### src/rtl/rr_mux_pkg.sv
// Shared definitions for the round-robin mux arbiter: FSM encoding and a
// constant-evaluable ceil(log2) helper used to size the beat counter.
package rr_mux_pkg;

    typedef enum logic {
        ST_IDLE = 1'b0,
        ST_BUSY = 1'b1
    } state_t;

    // ceil(log2(v)); returns 0 for v <= 1.
    function automatic int clog2(input int v);
        int r;
        r = 0;
        while ((1 << r) < v) begin
            r = r + 1;
        end
        return r;
    endfunction

endpackage

### src/rtl/rr_mux_arbiter_if.sv
// Bus between the arbiter and its requesters/downstream consumer.
// Handshake: a beat transfers on every cycle where VALID and READY are both
// high; VALID never waits on READY, and Y is only meaningful while VALID=1.
interface rr_mux_arbiter_if #(
    parameter int S = 4,
    parameter int M = 1
);
    localparam int N = 2 ** S;

    logic [N-1:0]   REQ;
    logic [M*N-1:0] A;
    logic           READY;
    logic [N-1:0]   GNT;
    logic [S-1:0]   SEL;
    logic           EN;
    logic           VALID;
    logic [M-1:0]   Y;

    // Arbiter side.
    modport master (
        input  REQ, A, READY,
        output GNT, SEL, EN, VALID, Y
    );

    // Requesters and downstream consumer side.
    modport slave (
        output REQ, A, READY,
        input  GNT, SEL, EN, VALID, Y
    );
endinterface

### src/rtl/rr_mux_arbiter_mux.sv
// EN-gated combinational M-bit, 2**S-input multiplexer.
module mux_s_sel_m_bits #(
    parameter int S = 4,
    parameter int M = 1
) (
    input  logic                  en_i,
    input  logic [S-1:0]          sel_i,
    input  logic [M*(2**S)-1:0]   a_i,
    output logic [M-1:0]          y_o
);
    // Output is forced to zero whenever the mux is not enabled.
    always_comb begin
        y_o = '0;
        if (en_i) begin
            y_o = a_i[sel_i*M +: M];
        end
    end
endmodule

### src/rtl/rr_mux_arbiter.sv
// Round-robin arbiter sharing one EN-gated mux between 2**S requesters.
// A grant lasts up to MAX_BURST transferred beats or until the granted
// requester withdraws, followed by one IDLE bubble before re-arbitration.
module rr_mux_arbiter
    import rr_mux_pkg::*;
#(
    parameter int S         = 4,
    parameter int M         = 1,
    parameter int MAX_BURST = 4,
    localparam int CW       = clog2(MAX_BURST) + 1
) (
    input  logic              CLK,
    input  logic              RST,
    rr_mux_arbiter_if.master  bus,
    output state_t            dbg_state_o,
    output logic [S-1:0]      dbg_ptr_o,
    output logic [CW-1:0]     dbg_cnt_o
);
    localparam int N = 2 ** S;

    state_t         state_q, state_d;
    logic [S-1:0]   ptr_q, ptr_d;
    logic [S-1:0]   sel_q, sel_d;
    logic [N-1:0]   gnt_q, gnt_d;
    logic [CW-1:0]  cnt_q, cnt_d;
    logic           valid;
    logic           xfer;

    // First set bit of req searching ptr, ptr+1, ... with wrap-around.
    function automatic logic [S-1:0] rr_pick(input logic [N-1:0] req,
                                             input logic [S-1:0] ptr);
        logic [S-1:0] idx;
        logic [S-1:0] pick;
        logic         found;
        pick  = ptr;
        found = 1'b0;
        for (int i = 0; i < N; i++) begin
            idx = ptr + S'(i);
            if (!found && req[idx]) begin
                pick  = idx;
                found = 1'b1;
            end
        end
        return pick;
    endfunction

    assign valid = (state_q == ST_BUSY) && bus.REQ[sel_q];
    assign xfer  = valid && bus.READY;

    // Next-state: arbitrate in IDLE, count beats and release in BUSY.
    always_comb begin
        state_d = state_q;
        ptr_d   = ptr_q;
        sel_d   = sel_q;
        gnt_d   = gnt_q;
        cnt_d   = cnt_q;
        unique case (state_q)
            ST_IDLE: begin
                if (|bus.REQ) begin
                    sel_d        = rr_pick(bus.REQ, ptr_q);
                    gnt_d        = '0;
                    gnt_d[sel_d] = 1'b1;
                    cnt_d        = '0;
                    state_d      = ST_BUSY;
                end
            end
            ST_BUSY: begin
                if (xfer) begin
                    cnt_d = cnt_q + CW'(1);
                end
                // Final beat and withdrawal in the same cycle release once.
                if ((xfer && (cnt_q == CW'(MAX_BURST - 1))) || !bus.REQ[sel_q]) begin
                    state_d = ST_IDLE;
                    gnt_d   = '0;
                    cnt_d   = '0;
                    ptr_d   = sel_q + S'(1);
                end
            end
            default: state_d = ST_IDLE;
        endcase
    end

    // State register; reset overrides everything, including a pending beat.
    always_ff @(posedge CLK) begin
        if (RST) begin
            state_q <= ST_IDLE;
            ptr_q   <= '0;
            sel_q   <= '0;
            gnt_q   <= '0;
            cnt_q   <= '0;
        end else begin
            state_q <= state_d;
            ptr_q   <= ptr_d;
            sel_q   <= sel_d;
            gnt_q   <= gnt_d;
            cnt_q   <= cnt_d;
        end
    end

    assign bus.GNT   = gnt_q;
    assign bus.SEL   = sel_q;
    assign bus.EN    = (state_q == ST_BUSY);
    assign bus.VALID = valid;

    mux_s_sel_m_bits #(
        .S(S),
        .M(M)
    ) u_mux (
        .en_i (bus.EN),
        .sel_i(sel_q),
        .a_i  (bus.A),
        .y_o  (bus.Y)
    );

    assign dbg_state_o = state_q;
    assign dbg_ptr_o   = ptr_q;
    assign dbg_cnt_o   = cnt_q;
endmodule

### src/flat_wrapper.sv
// flat-port wrapper written by rule: the top's interface ports become plain ports
module rr_mux_arbiter_flat import rr_mux_pkg::*;
#(
    parameter int S         = 4,
    parameter int M         = 1,
    parameter int MAX_BURST = 4,
    localparam int CW       = clog2(MAX_BURST) + 1
)
  (CLK, RST, dbg_state_o, dbg_ptr_o, dbg_cnt_o, bus_REQ, bus_A, bus_READY, bus_GNT, bus_SEL, bus_EN, bus_VALID, bus_Y);
  rr_mux_arbiter_if #(.S(S), .M(M)) bus_i ();
  input  logic CLK;
  input  logic RST;
  output state_t dbg_state_o;
  output logic [S-1:0] dbg_ptr_o;
  output logic [CW-1:0] dbg_cnt_o;
  input wire logic [$bits(bus_i.REQ)-1:0] bus_REQ;
  input wire logic [$bits(bus_i.A)-1:0] bus_A;
  input wire logic [$bits(bus_i.READY)-1:0] bus_READY;
  output wire logic [$bits(bus_i.GNT)-1:0] bus_GNT;
  output wire logic [$bits(bus_i.SEL)-1:0] bus_SEL;
  output wire logic [$bits(bus_i.EN)-1:0] bus_EN;
  output wire logic [$bits(bus_i.VALID)-1:0] bus_VALID;
  output wire logic [$bits(bus_i.Y)-1:0] bus_Y;
  assign bus_i.REQ = bus_REQ;
  assign bus_i.A = bus_A;
  assign bus_i.READY = bus_READY;
  assign bus_GNT = bus_i.GNT;
  assign bus_SEL = bus_i.SEL;
  assign bus_EN = bus_i.EN;
  assign bus_VALID = bus_i.VALID;
  assign bus_Y = bus_i.Y;
  rr_mux_arbiter #(.S(S), .M(M), .MAX_BURST(MAX_BURST)) u_core (.CLK(CLK), .RST(RST), .bus(bus_i), .dbg_state_o(dbg_state_o), .dbg_ptr_o(dbg_ptr_o), .dbg_cnt_o(dbg_cnt_o));
endmodule
### config.mk
export PLATFORM = sky130hd
export DESIGN_NAME = rr_mux_arbiter_flat
export DESIGN_NICKNAME = d
export VERILOG_FILES = /design/src/rtl/rr_mux_pkg.sv /design/src/rtl/rr_mux_arbiter_if.sv /design/src/rtl/rr_mux_arbiter_mux.sv /design/src/rtl/rr_mux_arbiter.sv /design/src/flat_wrapper.sv
export SDC_FILE = /design/constraint.sdc
export NUM_CORES = 1
export LEC_CHECK = 0
export ABC_AREA = 0
export CAP_MARGIN = 40
export CORE_ASPECT_RATIO = 0.7
export CORE_UTILIZATION = 50
export DETAILED_ROUTE_END_ITERATION = 10
export PLACE_DENSITY = 0.75
export SETUP_SLACK_MARGIN = 0.5
export SLEW_MARGIN = 20
export SYNTH_ARGS = -nofsm -noshare
export SYNTH_HDL_FRONTEND = slang
export SYNTH_SLANG_ARGS = --single-unit
export TNS_END_PERCENT = 5
### constraint.sdc
create_clock -name CLK -period 5.7 [get_ports CLK]
set_clock_uncertainty 0.2 [all_clocks]
set_input_delay 1.14 -clock CLK [delete_from_list [all_inputs] [get_ports CLK]]
set_output_delay 1.14 -clock CLK [all_outputs]
set_load 0.005 [all_outputs]
Word level (Yosys, flattened, before mapping)
Cells that the tools add are included.

Bits in registers: 28. Input bits: 35. Output and inout bits: 31. Logic and storage cells: 197.

Add/sub/neg operators: 17. $lt $le $gt $ge: 19. Equality and inequality tests: 4. Shift operators: 1. Mux-type cells: 109. Bitwise logic cells: 1. Reduce and logical (&&, ||, !) cells: 41.

Operators by type and width (number): $lt 4x5->1 const B (18); $bmux 1 s4 (17); $mux 4 (17); $mux 1 (66); $add 4x4->4 const B (8); $mux 16 (2); $pmux 16 s2 (1); $logic_and 1x1->1 (19); $add 4x3->4 const B (4); $logic_not 1->1 (16); $reduce_or 16->1 (1); $shiftx 16x5->1 (1); $mux 3 (3); $add 4x1->4 const B (2); $add 4x2->4 const B (2); $reduce_and 2->1 (4); $pmux 3 s2 (1); $demux 1 s4 (1); $ge 4x1->1 const B (1); $add 3x1->3 const B (1); $eq 3x2->1 const B (1); $ne 3x3->1 const B (1); $ne 2x1->1 const B (1); $ne 2x2->1 const B (1); 3 further kinds (3).

Logic depth before layout (Yosys ltp)
Word-level depth: 86. Gate-level depth with buffers: 17. Mapped depth without buffers: 12.

By module
A second synthesis with hierarchy kept.

Cell total of the unflattened synthesis: 459. Area total of the unflattened synthesis: 4119.0 µm².

Modules (own cells, without submodules): rr_mux_arbiter (times used 1, cells each 442, area an instance 3962.6 µm², seq. area each 560.5 µm²); mux_s_sel_m_bits (times used 1, cells each 17, area an instance 156.4 µm², seq. area each 0.0 µm²).

Worst setup path after synthesis
No wires, ideal clock.

Kind: reg-to-reg. Start: register u_core.ptr_q[1], in the netlist u_core.dbg_ptr_o[1]. End: register u_core.gnt_q[12], in the netlist u_core.bus.GNT[12]. Setup time: 0.117 ns. Arrival: 4.445 ns. Data required time: 5.383 ns. Setup slack: 0.937 ns. Stages on the path, launching flop included: 17. Path buffers: 5. Period minus slack after synthesis: 4.763 ns. Cell sequence: dfxtp_1 buf_4 buf_2 buf_2 inv_1 ha_1 buf_2 mux4_2 mux4_2 buf_2 nor4_4 nand4_2 o221ai_2 xnor2_1 nor3b_2 and2_2 a32o_1.

Longest elaborated chain between the ends: 86. Elaborated cells on any way between the ends: 146. Classes of those cells: add/sub: 15; order compare: 2; mux: 98; reduce/logical: 31.

Ends and longest elaborated chain: from (decl) (line rr_mux_arbiter.sv:22) `logic [S-1:0] ptr_q, ptr_d;`; from (signal assigned) (line rr_mux_arbiter.sv:93) `ptr_q <= ptr_d;`; parallel branches: the longest is 77 deep, another holds $add 4x1->4; $mux 4 * (line rr_mux_arbiter.sv:39) `if (!found && req[idx]) begin`; $mux 4 * (line rr_mux_arbiter.sv:59) `if (|bus.REQ) begin`; $mux 4 * (line rr_mux_arbiter.sv:57) `unique case (state_q)`; $lt 4x5->1 (not written as such) / $ge 4x1->1 (equally long branches) (line rr_mux_arbiter.sv:62) `gnt_d[sel_d] = 1'b1;`; $logic_and 1x1->1 (not written as such) (line rr_mux_arbiter.sv:62); $mux 1 (not written as such) (line rr_mux_arbiter.sv:62); $demux 1 s4 *; $mux 16 * (line rr_mux_arbiter.sv:59); $pmux 16 s2 * (line rr_mux_arbiter.sv:57); to (signal assigned) (line rr_mux_arbiter.sv:95) `gnt_q <= gnt_d;`; to (decl) (line rr_mux_arbiter.sv:24) `logic [N-1:0] gnt_q, gnt_d;`.

Every way passes the cells marked *. The select of a mux whose other input is x is not followed. A chain may end at the register's enable or synchronous reset.

Worst setup path in the final report
Start: input port bus_REQ[1]. End: register u_core.gnt_q[7], in the netlist u_core.bus.GNT[7].

Longest elaborated chain between the ends: 86. Elaborated cells on any way between the ends: 142. Classes of those cells: order compare: 2; eq/ne: 2; mux: 100; reduce/logical: 38.

Ends and longest elaborated chain: from (decl) (line flat_wrapper.sv:16) `input wire logic [$bits(bus_i.REQ)-1:0] bus_REQ;`; $bmux 1 s4 (line rr_mux_arbiter.sv:39); $mux 1 (not written as such) (line rr_mux_arbiter.sv:39); $mux 1 (line rr_mux_arbiter.sv:39); $mux 1 (line rr_mux_arbiter.sv:59); $mux 1 (line rr_mux_arbiter.sv:57); $logic_not 1->1 (line rr_mux_arbiter.sv:39); $logic_and 1x1->1 (line rr_mux_arbiter.sv:39); $mux 1 (line rr_mux_arbiter.sv:39); [70 not listed]; $mux 4 (line rr_mux_arbiter.sv:59); $mux 4 (line rr_mux_arbiter.sv:57); $lt 4x5->1 (not written as such) / $ge 4x1->1 (equally long branches) (line rr_mux_arbiter.sv:62); $logic_and 1x1->1 (not written as such) (line rr_mux_arbiter.sv:62); $mux 1 (not written as such) (line rr_mux_arbiter.sv:62); $demux 1 s4; $mux 16 (line rr_mux_arbiter.sv:59); $pmux 16 s2 (line rr_mux_arbiter.sv:57).

Several ways; a longest one is shown, not always the timed one. The select of a mux whose other input is x is not followed.

==> impl_metrics.toml <==
[outcome]
status = "finished clean"

[place]
placedInstanceArea_mm2 = 0.004721
gp_congestion = 1.093
port_buffers = 65
hpwl_um = 9866
numPlacedInstances = 572

[route]
drtIter0Drc = 410
vias = 4071
firstDrtPassIters = 5
drcViolationCount = 0
viasPerCell = 7.055
wire_per_inst_um = 22.62
ant_nets = 0
wirelength_um = 13050

[logic_synthesis]
yosysWarnings = 0
synth.net_count = 459
ys_types = 70
synth-edff-count = 0
synth_mux_area_share_pct = 36.65
synth_xor_area_share_pct = 3.792
syn_area_mm2 = 0.003926
avgSynthCellArea_um2 = 9.484
synth_top_family_by_area = "multiplexers"
seq_area_frac_synth_pct = 14.28
synthSimpleGateAreaFrac_pct = 17.11
synth_compound_area_share_pct = 20.36
synthFlopType = "dfxtp_1"
syn-instance-count = 414
synthArstFlopShare_pct = 0
synthAdderAreaFrac_pct = 3.187
ys_ff_latch = 28

[job]
cap_violations = 0

[worst_setup_path]
r2r_start = "u_core.dbg_ptr_o[1]"
startpoint_type = "input pin"
cp-end-kind = "flop"
worstPathArrival_ps = 5000
cp_data_required_time_ps = 5680
cp_max_fo = 9
ff2ff_setup_slack_ps = 830
path_class = "input pin to flop"
crit_end = "u_core.bus.GNT[7]"
r2r_end = "u_core.bus.GNT[13]"
startpoint = "bus_REQ[1]"
worst_r2r_path_depth = 12

[floorplanning]
die-width_um = 107.9
start_util_pct = 52.70
dieArea_mm2 = 0.008217
rows = 26
pin_count = 66
core_mm2 = 0.007450
fp.dieH_um = 76.14

[clock_tree]
hold_buffers = 0
clockRootBuffer = "clkbuf_8"
cts_inserted_buffers = 3
htreeDepth = 1
cts.sinks = 28
cts_buffer_depth = 2
clock_latency_ps = 280
path_clk_slew_ps = 100
cts_tree = "yes"

[power]
p_leak_nw = 1.665
power_mw = 2.846
ir_worst_vdd_mv = 0.2322
power_per_cell_area_mw_per_mm2 = 590.3

[timing]
rsz0062_at_grt = "false"
drv_slew = 0
period_needed_ps = 5014
setup_tns_ps = 0
worst_pin_slew_ps = 771.8
setup_viol = 0
hold_viol_final = 0
fmax_ghz = 0.1995
finalCritPeriodShare_pct = 87.96
slew-limit-headroom_pct = 48.32

[final_layout]
n_fill_cell = 605
num_antenna_cells = 0
area.growth.synth_to_final_pct = 22.79
final_cell_count_no_fill = 577
regArea_um2 = 560.5
drive_gt1_share_pct = 20.67
fin_nets = 525
post-route-cell-area_mm2 = 0.004821
multi_input_area_mm2 = 0.003206

[hold_path]
hold_class = "flop to flop"

[global_routing]
antenna_found_initial = 0
grt_pass1_wl_um = 21020
grt_pass1_vias = 3848
grt_max_degree = 32
grt.total_usage_pct = 32.90
overflow = 0
-- worst min-delay path by stage --
| stage | slack, ps | cells after the start | from | end |
|---|---|---|---|---|
| final | 280 | 1 | u_core.bus.GNT[12] | u_core.bus.GNT[12] |
| after global routing | 310 | 1 | u_core.bus.GNT[15] | u_core.bus.GNT[15] |
| after CTS | 280 | 1 | u_core.bus.GNT[12] | u_core.bus.GNT[12] |
| after detailed placement | 260 | 1 | u_core.bus.GNT[12] | u_core.bus.GNT[12] |
| after global placement | 260 | 1 | u_core.bus.GNT[1] | u_core.bus.GNT[1] |
| after floorplan | 270 | 1 | u_core.bus.GNT[12] | u_core.bus.GNT[12] |
-- repair_timing --
item                                    CTS  global route
resized for setup                         0             4
endpoints found under the setup margin    0            17
buffers inserted                          0             0
-- kinds of logic (layout without fill, tap and decap cells) --
logic type               count (synthesis)  in the layout
AO/OA/AOI/OAI                          108            108
AND/OR/NAND/NOR                        129            129
XOR/XNOR                                17             17
flip-flops                              28             28
multiplexers                            81             81
buffers and inverters                   41            106
adder cells (fa/ha/maj)                 10             10
-- layer usage --
metal	track usage, %	routed length [um]
met4	7.260	212
met2	47.31	5651
met1	50.03	5523
met3	7.357	1665
met5	0	0
-- cells in the final DEF (no fill, tap or decap), drive strengths merged, types with 17 or more instances in the layout --
master,instances
a21oi,20
buf,18
clkdlybuf4s50,65
dfxtp,28
inv,17
mux2i,23
mux4,49
nand2,30
nor2,40
-- metrics by stage --
stage	hold WS, ps	util [%]	worst slack [ps]
after floorplan	265.7	-	937.3
after global placement	261.3	63.27	417.8
after detailed placement	256.1	63.37	371.2
after CTS	279.8	64.33	667.7
after global routing	305.4	64.71	506.9
final	283.9	64.71	686.2
-- flip-flops by register name, summed over array words and instances, names as in the netlist --
signal,cells
u_core.bus.SEL,4
u_core.dbg_cnt_o,3
u_core.dbg_ptr_o,4
u_core.bus.EN,1
u_core.bus.GNT,16
-- where the power goes --
part           internal, mW  switching, mW
clock network        0.0941         0.0662
logic                 0.990           1.40
registers             0.240         0.0530
-- layout make-up --
class	instances	share of cell area [%]
clock buffers	3	0.8565
repair buffers	84	16.45
multi-input cells	345	66.49
clock inverters	1	0.6229
flip-flops and latches	28	11.63
inverters	18	1.402
well taps	98	2.543
-- critical path: stages --
cell             delay [ps]
clkdlybuf4s50_1         570
mux4_2                  570
mux2i_2                 320
o211ai_1                350
nor4_4                  650
and3_1                  300
o2bb2ai_1               140
nor3_1                  110
o32ai_1                 440
nor2_1                  170
a22o_1                  230
-- cells in the mapped netlist, drive strengths merged, types with 3 or more instances --
cell    instances  area, um2
a211oi          9      67.56
nand3           7      35.03
inv            17      63.81
mux2i          23      234.0
nand4           7      50.05
and2            5      35.04
nor4           12      111.4
nor3           13      65.06
nor2           40      152.6
a31oi           5      31.28
ha             10      125.1
a22oi           4      30.03
o21ai          12      71.32
a22o           13      113.9
o211ai          5      37.54
xnor2          13      113.9
mux2            9      101.4
dfxtp          28      560.5
o22ai           6      37.54
mux4           49       1104
buf            16      87.58
a21oi          20      100.1
and3            3      18.77
a32o            3      30.03
o31ai           3      22.52
clkbuf          7      26.28
o221ai          3      38.79
nand2          30      112.6
xor2            4      35.03
Note: power is estimated with default switching activity, not from simulation.
==> edit (same flow settings) <==
Register the output `dbg_ptr_o` once more, with the module's reset; this adds one clock of latency there. The other outputs are not delayed to match.
--- a/src/rtl/rr_mux_arbiter.sv
+++ b/src/rtl/rr_mux_arbiter.sv
@@ -113,7 +113,13 @@
     );
 
     assign dbg_state_o = state_q;
-    assign dbg_ptr_o   = ptr_q;
+    always_ff @(posedge CLK) begin
+        if (RST) begin
+            dbg_ptr_o <= '0;
+        end else begin
+            dbg_ptr_o <= ptr_q;
+        end
+    end
     assign dbg_cnt_o   = cnt_q;
 endmodule
 
Function: changed (a bounded check fails within 4 cycles, from zero or initial values and one cycle with RST high).
==> edit against the original RTL <==
  * Sequential power increased by 19%
  * Count of clock-buffer cells in the layout increased by 2
  * Sequential share of layout area increased by 1.9 points
  * Fmax increased by 2.1%
  * Area after synthesis decreased by 1.2%
  * Total power increased by 1.2%
  * Worst setup slack improved by 0.10 ns
  * Design area decreased by 2.1%
  * Wire length decreased by 9.3%
  * Sequential cell count increased by 4
  * Worst hold slack got worse by 0.028 ns
  * Largest cell class unchanged
==> edit: results (changes against the original RTL) <==
| Metric | Value |
|---|---|
| Status | `finished, final reports clean` |
| Cell count of the worst reg-to-reg path | `13 (+1)` |
| Synth unique cells | `71 (+1.4%)` |
| Root buffer cell | `clkbuf_8` |
| Pre-antenna DRT Iters | `4 (-1)` |
| Final cell count without fillers | `586 (+1.6%)` |
| Total CTS buffers | `5 (+2)` |
| RR Endpoint | `u_core.bus.GNT[7]` |
| Largest net degree at the start of global routing | `29 (-9.4%)` |
| Synth top cells by count | `nor2_1 (53), nand2_1 (37), mux4_2 (36)` |
| Register area share after synthesis | `16.5% (+2.2 points)` |
| First-pass GRT wire length | `18700 um (-11%)` |
| Total wire length | `11800 um (-9.3%)` |
| Leak | `1.65 nW (-1.0%)` |
| GRT Overall Usage | `30.3% (-2.6 points)` |
| Worst EP arrival | `4.91 ns (-0.09 ns)` |
| CP Max Fanout | `9 (unchanged)` |
| Reg-to-Reg Start | `u_core.ptr_q[0]` |
| Placed Instances | `577 (+0.87%)` |
| Routability cong. | `0.968 (-11%)` |
| Top cells by area, synth | `mux4_2 (21%), dfxtp_1 (17%), mux2i_1 (6.2%)` |
| Mean Syn Cell Area | `8.96 sq um (-5.5%)` |
| Flop2flop setup slack | `1.01 ns (+0.18 ns)` |
| # nets final | `532 (+1.3%)` |
| DP HPWL | `8910 um (-9.7%)` |
| Cells on Worst Hold Path | `2 (+1)` |
| Clk slew on worst S/H paths | `0.07 ns (-0.03 ns)` |
| IR drop worst, VDD | `260 uV (+12%)` |
| Vias in the first global route | `3519 (-8.5%)` |
| DRT iter0 DRCs | `396 (-3.4%)` |
| Layout cells sized above 1 | `18.0% (-2.6 points)` |
| Number of H-tree levels | `2 (+1)` |
| Slew @ Worst Pin | `0.852 ns (+0.0800 ns)` |
| Hold Path Sink | `u_core.bus.GNT[1]` |
| Filler Cells Inserted | `644 (+6.4%)` |
| Vias per inst | `6.68 (-5.4%)` |
| Pre-CTS WS | `0.539 ns (+0.167 ns)` |
## edit: cell type report
| type | instances | area share (%) |
|---|---|---|
| well taps | 98 | 2.60 |
| multi-input cells | 362 | 65.1 |
| clock inverters | 3 | 0.902 |
| flip-flops and latches | 32 | 13.6 |
| clock buffers | 5 | 1.46 |
| repair buffers | 72 | 15.3 |
| inverters | 14 | 1.11 |
## edit: worst max-delay path by stage
stage	startpoint	endpoint	slack [ns]	cells after the start
6_report	bus_REQ[9]	u_core.bus.GNT[7]	0.79	10
3_5_place_dp	bus_REQ[8]	u_core.bus.GNT[7]	0.54	11
4_1_cts	bus_REQ[9]	u_core.bus.GNT[7]	0.83	11
2_1_floorplan	u_core.ptr_q[1]	u_core.bus.GNT[11]	1.00	16
5_1_grt	bus_REQ[9]	u_core.bus.GNT[7]	0.56	11
3_3_place_gp	bus_REQ[10]	u_core.bus.GNT[9]	0.68	11
## edit: power breakdown
part	total, W	switching [W]	leakage, nW	internal [W]
Sequential	0.000350	0.0000744	0.260	0.000276
Combinational	0.00231	0.00132	1.33	0.000993
Clock	0.000219	0.0000896	0.0541	0.000129
Total	0.00288	0.00148	1.65	0.00140
## edit: metrics by stage
step / instance area [sq um] / hold WS, ns
CTS: 4710 / 0.262
floorplan: 3880 / 0.242
detailed placement: 4600 / 0.245
global route: 4720 / 0.279
global placement: 4560 / 0.236
finish: 4720 / 0.256
## edit: worst max-delay path: stages
cell and delay (ns):
clkdlybuf4s50_1 0.59, mux4_2 0.60, mux4_2 0.57, nor4b_4 0.36, nand3_2 0.20, nor3b_2 0.33
a221oi_1 0.18, xnor2_1 0.40, nand3_1 0.27, o21ai_0 0.25
## edit: kinds of logic (layout without fill, tap and decap cells)
logic type / Yosys count / in the layout / share of synthesized area [%]
AO/OA/AOI/OAI: 102 / 102 / 18.5
multiplexers: 76 / 76 / 32.1
XOR/XNOR: 14 / 14 / 3.35
flip-flops: 32 / 32 / 16.5
AND/OR/NAND/NOR: 160 / 160 / 21.7
adder cells (fa/ha/maj): 10 / 10 / 3.22
buffers and inverters: 39 / 94 / 4.51
## edit: metal layers
metal | wire length (um) | track usage (%) | vias to the layer above
met4 | 121 | 5.18 | 0
met1 | 5300 | 45.7 | 1907
met3 | 1260 | 4.88 | 10
met2 | 5160 | 46.5 | 217
li1 | - | - | 1778
met5 | 0 | 0 | -
